`src/rtl/uart_rx_frame.sv`:
```
// uart_rx_frame: 8N1-style UART receiver, LSB first.
// Drives the rx-clock enable of the baud generator and consumes its
// mid-bit tick. Every output comes straight from a flop.
module uart_rx_frame #(
  parameter int DATA_BITS   = 8,   // data bits per frame, 5..8
  parameter int SYNC_STAGES = 2    // synchronizer depth on I_rx, 2..3
) (
  input  logic                 clk,
  input  logic                 rst_n,
  input  logic                 I_rx,
  input  logic                 I_baud_tick,
  output logic                 O_baud_en,
  output logic [DATA_BITS-1:0] O_data,
  output logic                 O_data_valid,
  output logic                 O_frame_err,
  output logic                 O_busy
);

  localparam int CNT_W = $clog2(DATA_BITS);

  typedef enum logic [1:0] {
    IDLE  = 2'd0,
    START = 2'd1,
    DATA  = 2'd2,
    STOP  = 2'd3
  } state_t;

  state_t                 state_q, state_d;
  logic [SYNC_STAGES-1:0] sync_q;
  logic                   rx_s, rx_d, fall;
  logic [CNT_W-1:0]       cnt_q, cnt_d;
  logic [DATA_BITS-1:0]   shreg_q, shreg_d;
  logic [DATA_BITS-1:0]   data_d;
  logic                   valid_d, err_d;

  assign rx_s = sync_q[SYNC_STAGES-1];
  // A start edge needs the line to have been high the cycle before, so a
  // line held low (break) can never arm a new frame until it returns high.
  assign fall = rx_d & ~rx_s;

  // Synchronizer plus one history flop; reset to the idle (high) level so
  // reset release never looks like a falling edge.
  always_ff @(posedge clk or negedge rst_n) begin
    if (!rst_n) begin
      sync_q <= '1;
      rx_d   <= 1'b1;
    end else begin
      sync_q <= {sync_q[SYNC_STAGES-2:0], I_rx};
      rx_d   <= rx_s;
    end
  end

  // State, datapath and registered outputs.
  always_ff @(posedge clk or negedge rst_n) begin
    if (!rst_n) begin
      state_q      <= IDLE;
      cnt_q        <= '0;
      shreg_q      <= '0;
      O_data       <= '0;
      O_data_valid <= 1'b0;
      O_frame_err  <= 1'b0;
      O_baud_en    <= 1'b0;
      O_busy       <= 1'b0;
    end else begin
      state_q      <= state_d;
      cnt_q        <= cnt_d;
      shreg_q      <= shreg_d;
      O_data       <= data_d;
      O_data_valid <= valid_d;
      O_frame_err  <= err_d;
      // Enable and busy follow the next state, so they drop in the same
      // cycle the FSM returns to IDLE (stop exit or false start).
      O_baud_en    <= (state_d != IDLE);
      O_busy       <= (state_d != IDLE);
    end
  end

  // Next-state and next-output logic; ticks are only looked at outside IDLE.
  always_comb begin
    state_d = state_q;
    cnt_d   = cnt_q;
    shreg_d = shreg_q;
    data_d  = O_data;
    valid_d = 1'b0;
    err_d   = 1'b0;
    case (state_q)
      IDLE: begin
        if (fall) state_d = START;
      end
      START: begin
        if (I_baud_tick) begin
          if (!rx_s) begin
            state_d = DATA;
            cnt_d   = '0;
          end else begin
            // Glitch shorter than half a bit: quietly give up.
            state_d = IDLE;
          end
        end
      end
      DATA: begin
        if (I_baud_tick) begin
          shreg_d = {rx_s, shreg_q[DATA_BITS-1:1]};
          cnt_d   = cnt_q + CNT_W'(1);
          if (cnt_q == CNT_W'(DATA_BITS-1)) state_d = STOP;
        end
      end
      STOP: begin
        if (I_baud_tick) begin
          // The byte is exposed on a framing error too, for diagnostics.
          data_d  = shreg_q;
          valid_d = rx_s;
          err_d   = ~rx_s;
          state_d = IDLE;
        end
      end
      default: state_d = IDLE;
    endcase
  end

endmodule

```
`config.mk`:
```
export PLATFORM = sky130hd
export DESIGN_NAME = uart_rx_frame
export DESIGN_NICKNAME = d
export VERILOG_FILES = /design/src/rtl/uart_rx_frame.sv
export SDC_FILE = /design/constraint.sdc
export NUM_CORES = 1
export LEC_CHECK = 0
export CORE_MARGIN = 2
export CORE_UTILIZATION = 55
export CTS_BUF_LIST = sky130_fd_sc_hd__clkbuf_8
export CTS_CLUSTER_SIZE = 25
export DETAILED_ROUTE_END_ITERATION = 8
export PLACE_DENSITY_LB_ADDON = 0.12
export SLEW_MARGIN = 20
export SYNTH_ARGS = -nofsm -noshare
export SYNTH_HDL_FRONTEND = slang
export SYNTH_SLANG_ARGS = --single-unit
```
`constraint.sdc`:
```
create_clock -name clk -period 3.6 [get_ports clk]
set_input_delay 0.72 -clock clk [delete_from_list [all_inputs] [get_ports clk]]
set_output_delay 0.72 -clock clk [all_outputs]
set_load 0.01 [all_outputs]
```
Word level (Yosys, flattened, before mapping):

Cells that the tools add are included.

* memories kept: 0
* bits in read-only memories: 0
* RAM bits: 0
* bits of input ports: 4
* register bits after elaboration: 27
* output and inout port bits: 12
* bits in latches: 0

* shifts and indexed selects: 0
* equal/unequal tests: 7
* bitwise gates (word level): 2
* reductions and logical operators: 6
* order comparisons: 0
* divide/modulo/power cells: 0
* $add $sub $neg: 1
* multiply operators: 0
* multiplexer cells: 15

Operators with widths (number)
* 2-to-1 mux 2 bit: 6
* 2-to-1 mux 3 bit: 3
* case mux 2 bit (4 select lines): 1
* inequality test 2 bit (second input constant): 3
* case mux 3 bit (2 select lines): 1
* == test 2 bit (second input constant): 2
* 2-to-1 mux 1 bit: 4
* AND reduction 2 bit: 2
* AND reduction 4 bit: 1
* nonzero test 2 bit: 2
* adder 3 x 1 -> 3 bit (second input constant): 1
* == test 3 bit (second input constant): 1
* == test 2 x 1 -> 1 bit (second input constant): 1
* logical NOT 2 bit: 1
* AND 1 bit: 1
* inverter 1 bit: 1

Longest topological paths before layout:

Gate-level depths: netlist of run 1.

* word-level depth: 5
* mapped depth: 5
* depth with buffers taken out: 4

Least setup slack after synthesis of run 1:

Ideal clock, no wire load.

* kind: in2reg
* start point: in I_baud_tick
* end point: reg shreg_q[2]
* arrival: 1.230 ns
* cell stages on the path: 3
* slack: 2.245 ns
* library setup time: 0.125 ns
* cell sequence: nand3b_4 > buf_6 > mux2_2

* longest elaborated chain between the ends: 1

RTL lines
* start: declaration: line 11 `input logic I_baud_tick,`
* AND reduction 2 bit (no line)
* end signal: assignment: line 67 `shreg_q <= shreg_d;`
* end: declaration: line 32 `logic [DATA_BITS-1:0] shreg_q, shreg_d;`

No other way between the ends.
A chain may end at the register's enable or synchronous reset.

Worst setup path in the final report of run 1:

* start point: reg O_data[5]
* end point: out O_data[5]

RTL lines
* start: declaration: line 13 `output logic [DATA_BITS-1:0] O_data,`
* start signal: assignment: line 68 `O_data <= data_d;`

No word-level cell between the ends.

==> impl_metrics.ini, run 1 <==
[detailed_routing]
dr_wl_met2_um = 832
ant_nets = 0
drc = 0
wl_met1_um = 712
met3_length_um = 59
vias = 616
top_layer = met4
drt_wl_total_mm = 1.614
drt-pass1-iter-count = 4
via_per_inst = 5.310
avgRoutedWirePerCell_um = 13.91
drt_first_iter_violations = 2

[sta]
max_freq_mhz = 527.8
hold_viol = 0
maxSlewViolCount = 0
timing.final.ws_setup_ns = 1.705
setup-violations-final = 0
max-slew-margin-rel_pct = 78.31
fin_tns_setup_ns = 0
post-route-period-util_pct = 52.63
final.setup_skew_ns = 0.001374
max_slew.worst_pin.slew_ns = 0.3253
rsz0062_at_grt = no
min_period_ns = 1.895
holdWs_ns = 0.3599

[final_layout]
drive_above_1_share_pct = 28.57
syn2layout_area_growth_pct = 19.02
final_area_mm2 = 0.001276
fin_cells = 116
nFillCells = 137
final_cell_mix = dfrtp_1, mux2_2, clkdlybuf4s50_1
final_common_cell = dfrtp_1
antenna_cells = 0
final_nets = 98
final_util_pct = 71.58

[clocking]
cts_setup_buffers = 0
clkSinkCount = 27
cts_root_buf = clkbuf_8
clkTransAtPathRegs_ns = 0.09
clockBufferDepth = 2
cts-htree-levels = 1
clk_latency_ns = 0.26
cts_tree = yes
cts_hold_repair.buffers = 0
cts-buffers-inserted = 3
cts_resized = 0

[global_route]
grt_start_max_net_pins = 28
grt_pass1_vias = 620
grt_usage_pct = 16.68
antenna_found_initial = 0
grt_pass1_wl_mm = 2.580
grt.overflow.total = 0

[power]
power_density_mw_per_mm2 = 761.5
comb_power_share_pct = 32.0
worst_ir_drop_vdd_v = 0.0004215
sw_frac_of_total_pct = 29.83
power_switching_uw = 289.9
seq_power_share_pct = 51.2
clkPwrFrac_pct = 16.8
power_uw = 971.8
intPower_uw = 682.0
p_leak_nw = 0.6035

[yosys]
synth_nets = 81
ys_seq_area_share_pct = 63.36
netlist_instances = 75
synthDistinctLibCells = 21
ys_warn_count = 0
syn-cell-area_mm2 = 0.001072
ys_ff_latch = 27
avgSynthCellArea_um2 = 14.30

[placement]
hpwlAfterDp_mm = 1.135
dp_slack_ns = 1.469
io_buffers = 15
gp_congestion = 0.6961
placed_cells = 112
place_area_mm2 = 0.001230

[floorplan]
num_rows = 15
chipHeight_um = 48.16
die_w_um = 48.16
dieArea_mm2 = 0.002319
core_mm2 = 0.001783
start_util_pct = 60.14
io_pins = 16

[run_status]
outcome = finished clean

[setup_path]
r2r_cells = 2
cp_max_fo = 2
regToRegStartpoint = state_q[1]
start_kind = register
arrival_ns = 1.17
timing_worst_setup_path_type = register to output pin
crit_path_cell_trace = clkdlybuf4s50_1
worst_path_largest_cell_delay_ns = 0.54
reg2reg_to = O_data[3]
required_ns = 2.88
cp_num_buf_inv = 1
slowest_stage = clkdlybuf4s50_1
worst_setup_path_end_kind = output pin
rrSetupSlack_ns = 2.30
cpLargestDelayFamily = buffers and inverters

[worst_hold_path]
min_to = sync_q[1]
holdPathStages = 0
min_path_type = register to register
min_from = sync_q[0]

[job]
cap_viol_max_count = 0
power by group through the flow:
| stage | clock [mW] | sequential, mW | combinational (mW) |
|---|---|---|---|
| 2_1_floorplan | 0 | 0.486 | 0.204 |
| 4_1_cts | 0.170 | 0.498 | 0.318 |
| 5_1_grt | 0.182 | 0.512 | 0.344 |
| 3_3_place_gp | 0 | 0.497 | 0.305 |
| 6_report | 0.163 | 0.498 | 0.311 |
| 3_5_place_dp | 0 | 0.504 | 0.318 |
sequential cells by signal, indices dropped and copies added, names as in the netlist:
| register | cells |
|---|---|
| O_frame_err | 1 |
| rx_d | 1 |
| O_busy | 1 |
| cnt_q | 3 |
| O_data_valid | 1 |
| shreg_q | 8 |
| state_q | 2 |
| sync_q | 2 |
| O_data | 8 |
per-layer routing:
layer	up-vias	track usage [%]
met5	-	0
met4	0	8.108
met3	2	4.444
met2	13	26.84
met1	312	20.83
li1	289	-
worst max path at each step:
stage          depth (start not counted)  slack (ns)        start         end
6_report                               1        1.71    O_data[5]   O_data[5]
5_1_grt                                1        1.66       O_busy   O_baud_en
4_1_cts                                1        1.69    O_data[3]   O_data[3]
3_5_place_dp                           3        1.47  I_baud_tick   O_data[3]
3_3_place_gp                           3        1.51  I_baud_tick   O_data[6]
2_1_floorplan                          3        2.24  I_baud_tick  shreg_q[2]
synth_stat cells:
master | count | area, um2
dfrtp_1 | 24 | 600.6
buf_6 | 1 | 11.26
nand3_2 | 1 | 10.01
nand2b_1 | 2 | 12.51
buf_4 | 2 | 15.01
ha_1 | 2 | 25.02
nor2_1 | 6 | 22.52
a32oi_1 | 1 | 8.760
inv_1 | 1 | 3.750
a21oi_1 | 3 | 15.01
dfstp_2 | 3 | 78.83
nor2b_1 | 1 | 6.260
mux2_2 | 16 | 180.2
o21ai_0 | 3 | 15.01
buf_2 | 1 | 5.000
nand3_1 | 1 | 5.000
mux2i_1 | 1 | 10.01
nand3b_1 | 1 | 7.510
nand2_1 | 2 | 7.510
nand3b_4 | 1 | 20.02
o22ai_1 | 2 | 12.51
worst reg2reg max path, cell delays in order, from the launching register on:
cell and delay (ns):
dfrtp_1 0.54, nand3_2 0.29, mux2_2 0.36
cell families after synthesis:
kind of cell | count (synthesis) | synth area share, %
flip-flops | 27 | 63.36
multiplexers | 17 | 17.74
AND/OR/NAND/NOR | 15 | 8.518
AO/OA/AOI/OAI | 9 | 4.783
buffers and inverters | 5 | 3.266
adder cells (fa/ha/maj) | 2 | 2.333
layout make-up:
type,instances,area [um2],area share [%]
sequential,27,679.4,53.24
inverter,1,3.754,0.2941
clock buffer,3,41.29,3.235
tap,25,31.28,2.451
clock inverter,1,5.005,0.3922
multi-input combinational,43,357.8,28.04
timing repair buffer,16,157.7,12.35
Power figures use the tool's default switching activity.
==> inputs of run 2 (changes only) <==
- CORE_UTILIZATION: 55 -> 54
- clock period: 3.6 -> 2 ns (I/O delays scaled with it)
==> run 2 against run 1 <==
Against the previous run:
- die area rose by 1.7%
- combinational power grew 81%
- sequential cell count stayed put
- worst setup slack got worse by 1.3 ns
- clock power increased by 77%
- critical path type unchanged
==> impl_metrics.ini, run 2 (synthesized netlist as in run 1, its figures left out) <==
[sta]
rsz0062_at_grt = no
post-route-period-util_pct = 78.20
max_freq_mhz = 639.4
holdWs_ns = 0.3606
fin_tns_setup_ns = 0
max-slew-margin-rel_pct = 77.26
setup-violations-final = 0
min_period_ns = 1.564
max_slew.worst_pin.slew_ns = 0.3411
final.setup_skew_ns = 0.003446
hold_viol = 0
maxSlewViolCount = 0

[setup_path]
cp_num_buf_inv = 1
crit_path_cell_trace = clkdlybuf4s50_1
worst_path_largest_cell_delay_ns = 0.54
timing_worst_setup_path_type = register to output pin
start_kind = register
regToRegStartpoint = state_q[1]
slowest_stage = clkdlybuf4s50_1
r2r_cells = 2
worst_setup_path_end_kind = output pin
arrival_ns = 1.16
cp_max_fo = 2
reg2reg_to = O_data[7]
required_ns = 1.60
cpLargestDelayFamily = buffers and inverters
rrSetupSlack_ns = 0.68

[final_layout]
antenna_cells = 0
syn2layout_area_growth_pct = 19.14
top_regs = O_data: 8 flops, shreg_q: 8 flops, cnt_q: 3 flops
nFillCells = 154
final_common_cell = dfrtp_1
drive_above_1_share_pct = 27.47
final_nets = 98
final_cell_mix = dfrtp_1, mux2_2, clkdlybuf4s50_1
fin_cells = 118

[global_route]
grt_pass1_wl_mm = 2.918
busiest_layer = met2
grt_start_max_net_pins = 28
grt_pass1_vias = 663
antenna_found_initial = 0
grt_usage_pct = 16.52
grt.overflow.total = 0
grtUsageMet2_pct = 28.01
grtUsageMet3_pct = 3.395
use_met1_pct = 19.40

[power]
seq_power_share_pct = 51.2
clkPwrFrac_pct = 16.6
intPower_mw = 1.227
power_density_mw_per_mm2 = 1365
comb_power_share_pct = 32.3
worst_ir_drop_vdd_v = 0.0007422
p_leak_nw = 0.6049
sw_frac_of_total_pct = 29.64
power_switching_uw = 517.0

[detailed_routing]
via_per_inst = 5.271
drt_wl_total_mm = 1.576
avgRoutedWirePerCell_um = 13.36
drt_first_iter_violations = 4
vias = 622
ant_nets = 0
drc = 0
drt-pass1-iter-count = 4

[floorplan]
start_util_pct = 55.79
die_w_um = 48.56
core_mm2 = 0.001922
num_rows = 16
dieArea_mm2 = 0.002358
io_pins = 16
chipHeight_um = 48.56

[clocking]
cts_root_buf = clkbuf_8
cts_resized = 0
cts_hold_repair.buffers = 0
cts_setup_buffers = 0
cts_tree = yes
cts-htree-levels = 1
clockBufferDepth = 2
clkSinkCount = 27
clkTransAtPathRegs_ns = 0.08
clk_latency_ns = 0.26
cts-buffers-inserted = 3

[placement]
hpwlAfterDp_mm = 1.137
gp_congestion = 0.6990
io_buffers = 15
placed_cells = 114

[worst_hold_path]
holdPathStages = 0
min_path_type = register to register
min_from = sync_q[0]
min_to = sync_q[1]

[job]
cap_viol_max_count = 0

[run_status]
outcome = finished clean
run 2: cell count changes in the layout (fill, tap and decap cells not counted):
cell	delta
clkinv_2	-1
inv_1	+1
run 2: power by group through the flow:
stage / combinational, mW / sequential, mW / clock (mW)
2_1_floorplan: 0.367 / 0.875 / 0
3_3_place_gp: 0.551 / 0.894 / 0
3_5_place_dp: 0.572 / 0.905 / 0
4_1_cts: 0.574 / 0.894 / 0.299
5_1_grt: 0.619 / 0.929 / 0.316
6_report: 0.563 / 0.892 / 0.289
run 2: area by class of cell:
class | instances | area (um2) | area share (%)
clock buffers | 3 | 41.29 | 3.232
well taps | 27 | 33.78 | 2.644
multi-input cells | 43 | 357.8 | 28.01
clock inverters | 1 | 3.754 | 0.2938
repair buffers | 16 | 157.7 | 12.34
flip-flops and latches | 27 | 679.4 | 53.18
inverters | 1 | 3.754 | 0.2938
run 2: metrics by stage:
stage               cell area [um2]  power [mW]  worst slack (ns)  utilization [%]
floorplan                      1072       1.242            0.8363                -
global placement               1232       1.445            0.2335            64.13
detailed placement             1232       1.477            0.1978            64.13
CTS                            1277       1.768            0.4235            66.47
global route                   1277       1.864            0.3751            66.47
finish                         1277       1.744            0.4361            66.47
run 2: how the worst max path moves through the flow:
stage / cells past startpoint / endpoint / start
2_1_floorplan: 4 / shreg_q[2] / state_q[0]
3_3_place_gp: 3 / O_data[6] / I_baud_tick
3_5_place_dp: 3 / O_data[7] / I_baud_tick
4_1_cts: 1 / O_data[5] / O_data[5]
5_1_grt: 3 / O_data[5] / I_baud_tick
6_report: 1 / O_data[5] / O_data[5]
run 2: worst register-to-register path, stage by stage (launching register included):
cell and delay (ns):
dfrtp_1 0.55, nand3_2 0.30, mux2_2 0.36
run 2: per-layer routing:
layer	share of wire (%)	wire length, um	vias to the layer above
met3	5.1	81	4
li1	-	-	289
met5	0	0	-
met4	1.7	27	0
met1	42	664	314
met2	51	803	15
==> inputs of run 3 (changes only) <==
- clock period: 2 -> 1.6 ns (I/O delays scaled with it)
==> run 3 against run 2 <==
Against the previous run:
- utilization is 0.39 points higher
- first-iteration DRC count is 25% lower
- hold slack worse by 0.0016 ns
- final cell count is 0.85% higher
- critical endpoint is now O_data[3]
- total power is 25% higher
- non-clock buffer count is 1 higher
==> impl_metrics.ini, run 3 (synthesized netlist as in run 1, its figures left out) <==
[run_status]
outcome = finished clean

[sta]
setup-violations-final = 0
max_slew.worst_pin.slew_ns = 0.3468
max_freq_mhz = 671.3
rsz0062_at_grt = no
post-route-period-util_pct = 93.11
min_period_ns = 1.490
fin_tns_setup_ns = 0
final.setup_skew_ns = 0.001830
hold_viol = 0
maxSlewViolCount = 0
max-slew-margin-rel_pct = 76.88

[final_layout]
final_cell_mix = dfrtp_1, mux2_2, clkdlybuf4s50_1
final_util_pct = 66.86
final_common_cell = dfrtp_1
syn2layout_area_growth_pct = 19.84
drive_above_1_share_pct = 28.26
fin_cells = 119
antenna_cells = 0
nFillCells = 165
top_regs = O_data: 8 flops, shreg_q: 8 flops, cnt_q: 3 flops
final_nets = 99

[clocking]
cts_setup_buffers = 0
cts-buffers-inserted = 3
clockBufferDepth = 2
clkSinkCount = 27
clk_latency_ns = 0.26
clkTransAtPathRegs_ns = 0.09
cts_hold_repair.buffers = 0
cts_tree = yes
cts_resized = 0
cts_root_buf = clkbuf_8
cts-htree-levels = 1

[global_route]
grt_pass1_wl_mm = 2.663
antenna_found_initial = 0
grt_pass1_vias = 630
grt.overflow.total = 0
grt_start_max_net_pins = 28
grt_usage_pct = 14.92

[detailed_routing]
via_per_inst = 5.210
avgRoutedWirePerCell_um = 13.29
ant_nets = 0
drc = 0
vias = 620
drt_first_iter_violations = 3
drt_wl_total_mm = 1.581
drt-pass1-iter-count = 4

[setup_path]
required_ns = 1.28
slowest_stage = clkdlybuf4s50_1
r2r_cells = 2
timing_worst_setup_path_type = register to output pin
crit_path_cell_trace = clkdlybuf4s50_1
critical_path_cell_count = 1
cp_num_buf_inv = 1
cp_max_fo = 2
arrival_ns = 1.17
cpLargestDelayFamily = buffers and inverters
worst_path_largest_cell_delay_ns = 0.54
worst_setup_path_end_kind = output pin
start_kind = register

[worst_hold_path]
holdPathStages = 0
min_path_type = register to register

[placement]
gp_congestion = 0.7465
placed_cells = 115
io_buffers = 15
hpwlAfterDp_mm = 1.106

[floorplan]
core_mm2 = 0.001922
start_util_pct = 55.79
io_pins = 16
die_w_um = 48.56
num_rows = 16
dieArea_mm2 = 0.002358
chipHeight_um = 48.56

[job]
cap_viol_max_count = 0

[power]
worst_ir_drop_vdd_v = 0.001005
power_density_mw_per_mm2 = 1700
p_leak_nw = 0.6097
-- run 3: cell types whose count changed in the layout (fill, tap and decap cells not counted), sizes merged --
| cell | previous run | this run |
|---|---|---|
| buf | 1 | 2 |
-- run 3: per-layer routing --
layer / wire, um / global-route usage, % / share of wire [%] / vias to the layer above
met4: 26 / 7.619 / 1.6 / 0
met2: 786 / 25.00 / 50 / 13
li1: - / - / - / 291
met3: 59 / 3.086 / 3.7 / 4
met1: 708 / 18.39 / 45 / 312
met5: 0 / 0 / 0 / -
-- run 3: final cells by class --
class / count / area (um2) / share of cell area, %
multi-input combinational: 43 / 357.8 / 27.85
tap: 27 / 33.78 / 2.629
timing repair buffer: 17 / 165.2 / 12.85
clock buffer: 3 / 41.29 / 3.213
clock inverter: 1 / 3.754 / 0.2921
inverter: 1 / 3.754 / 0.2921
sequential: 27 / 679.4 / 52.87
-- run 3: path summary, 6_finish.rpt --
path,startpoint,end,slack [ns]
setup / recovery,O_data[3],O_data[3],0.11
min in group asynchronous,rst_n,shreg_q[0],0.41
hold reg to reg,sync_q[0],sync_q[1],0.36
hold / removal,sync_q[0],sync_q[1],0.36
setup reg to reg,state_q[1],O_data[3],0.29
max in group asynchronous,rst_n,rx_d,0.89
-- run 3: where the power goes --
group / internal (mW) / switching [mW] / total [mW]
sequential: 0.925 / 0.195 / 1.12
clock: 0.172 / 0.194 / 0.366
combinational: 0.437 / 0.260 / 0.698
total: 1.53 / 0.650 / 2.18
-- run 3: metrics by stage --
stage	setup WS, ns	area (um2)	hold WS (ns)	power [mW]
finish	0.1103	1285	0.3590	2.184
global route	0.06426	1285	0.3697	2.322
CTS	0.09881	1285	0.3603	2.210
detailed placement	-0.02140	1240	0.3473	1.841
global placement	-0.004509	1240	0.3462	1.811
floorplan	0.4363	1072	0.02441	1.552
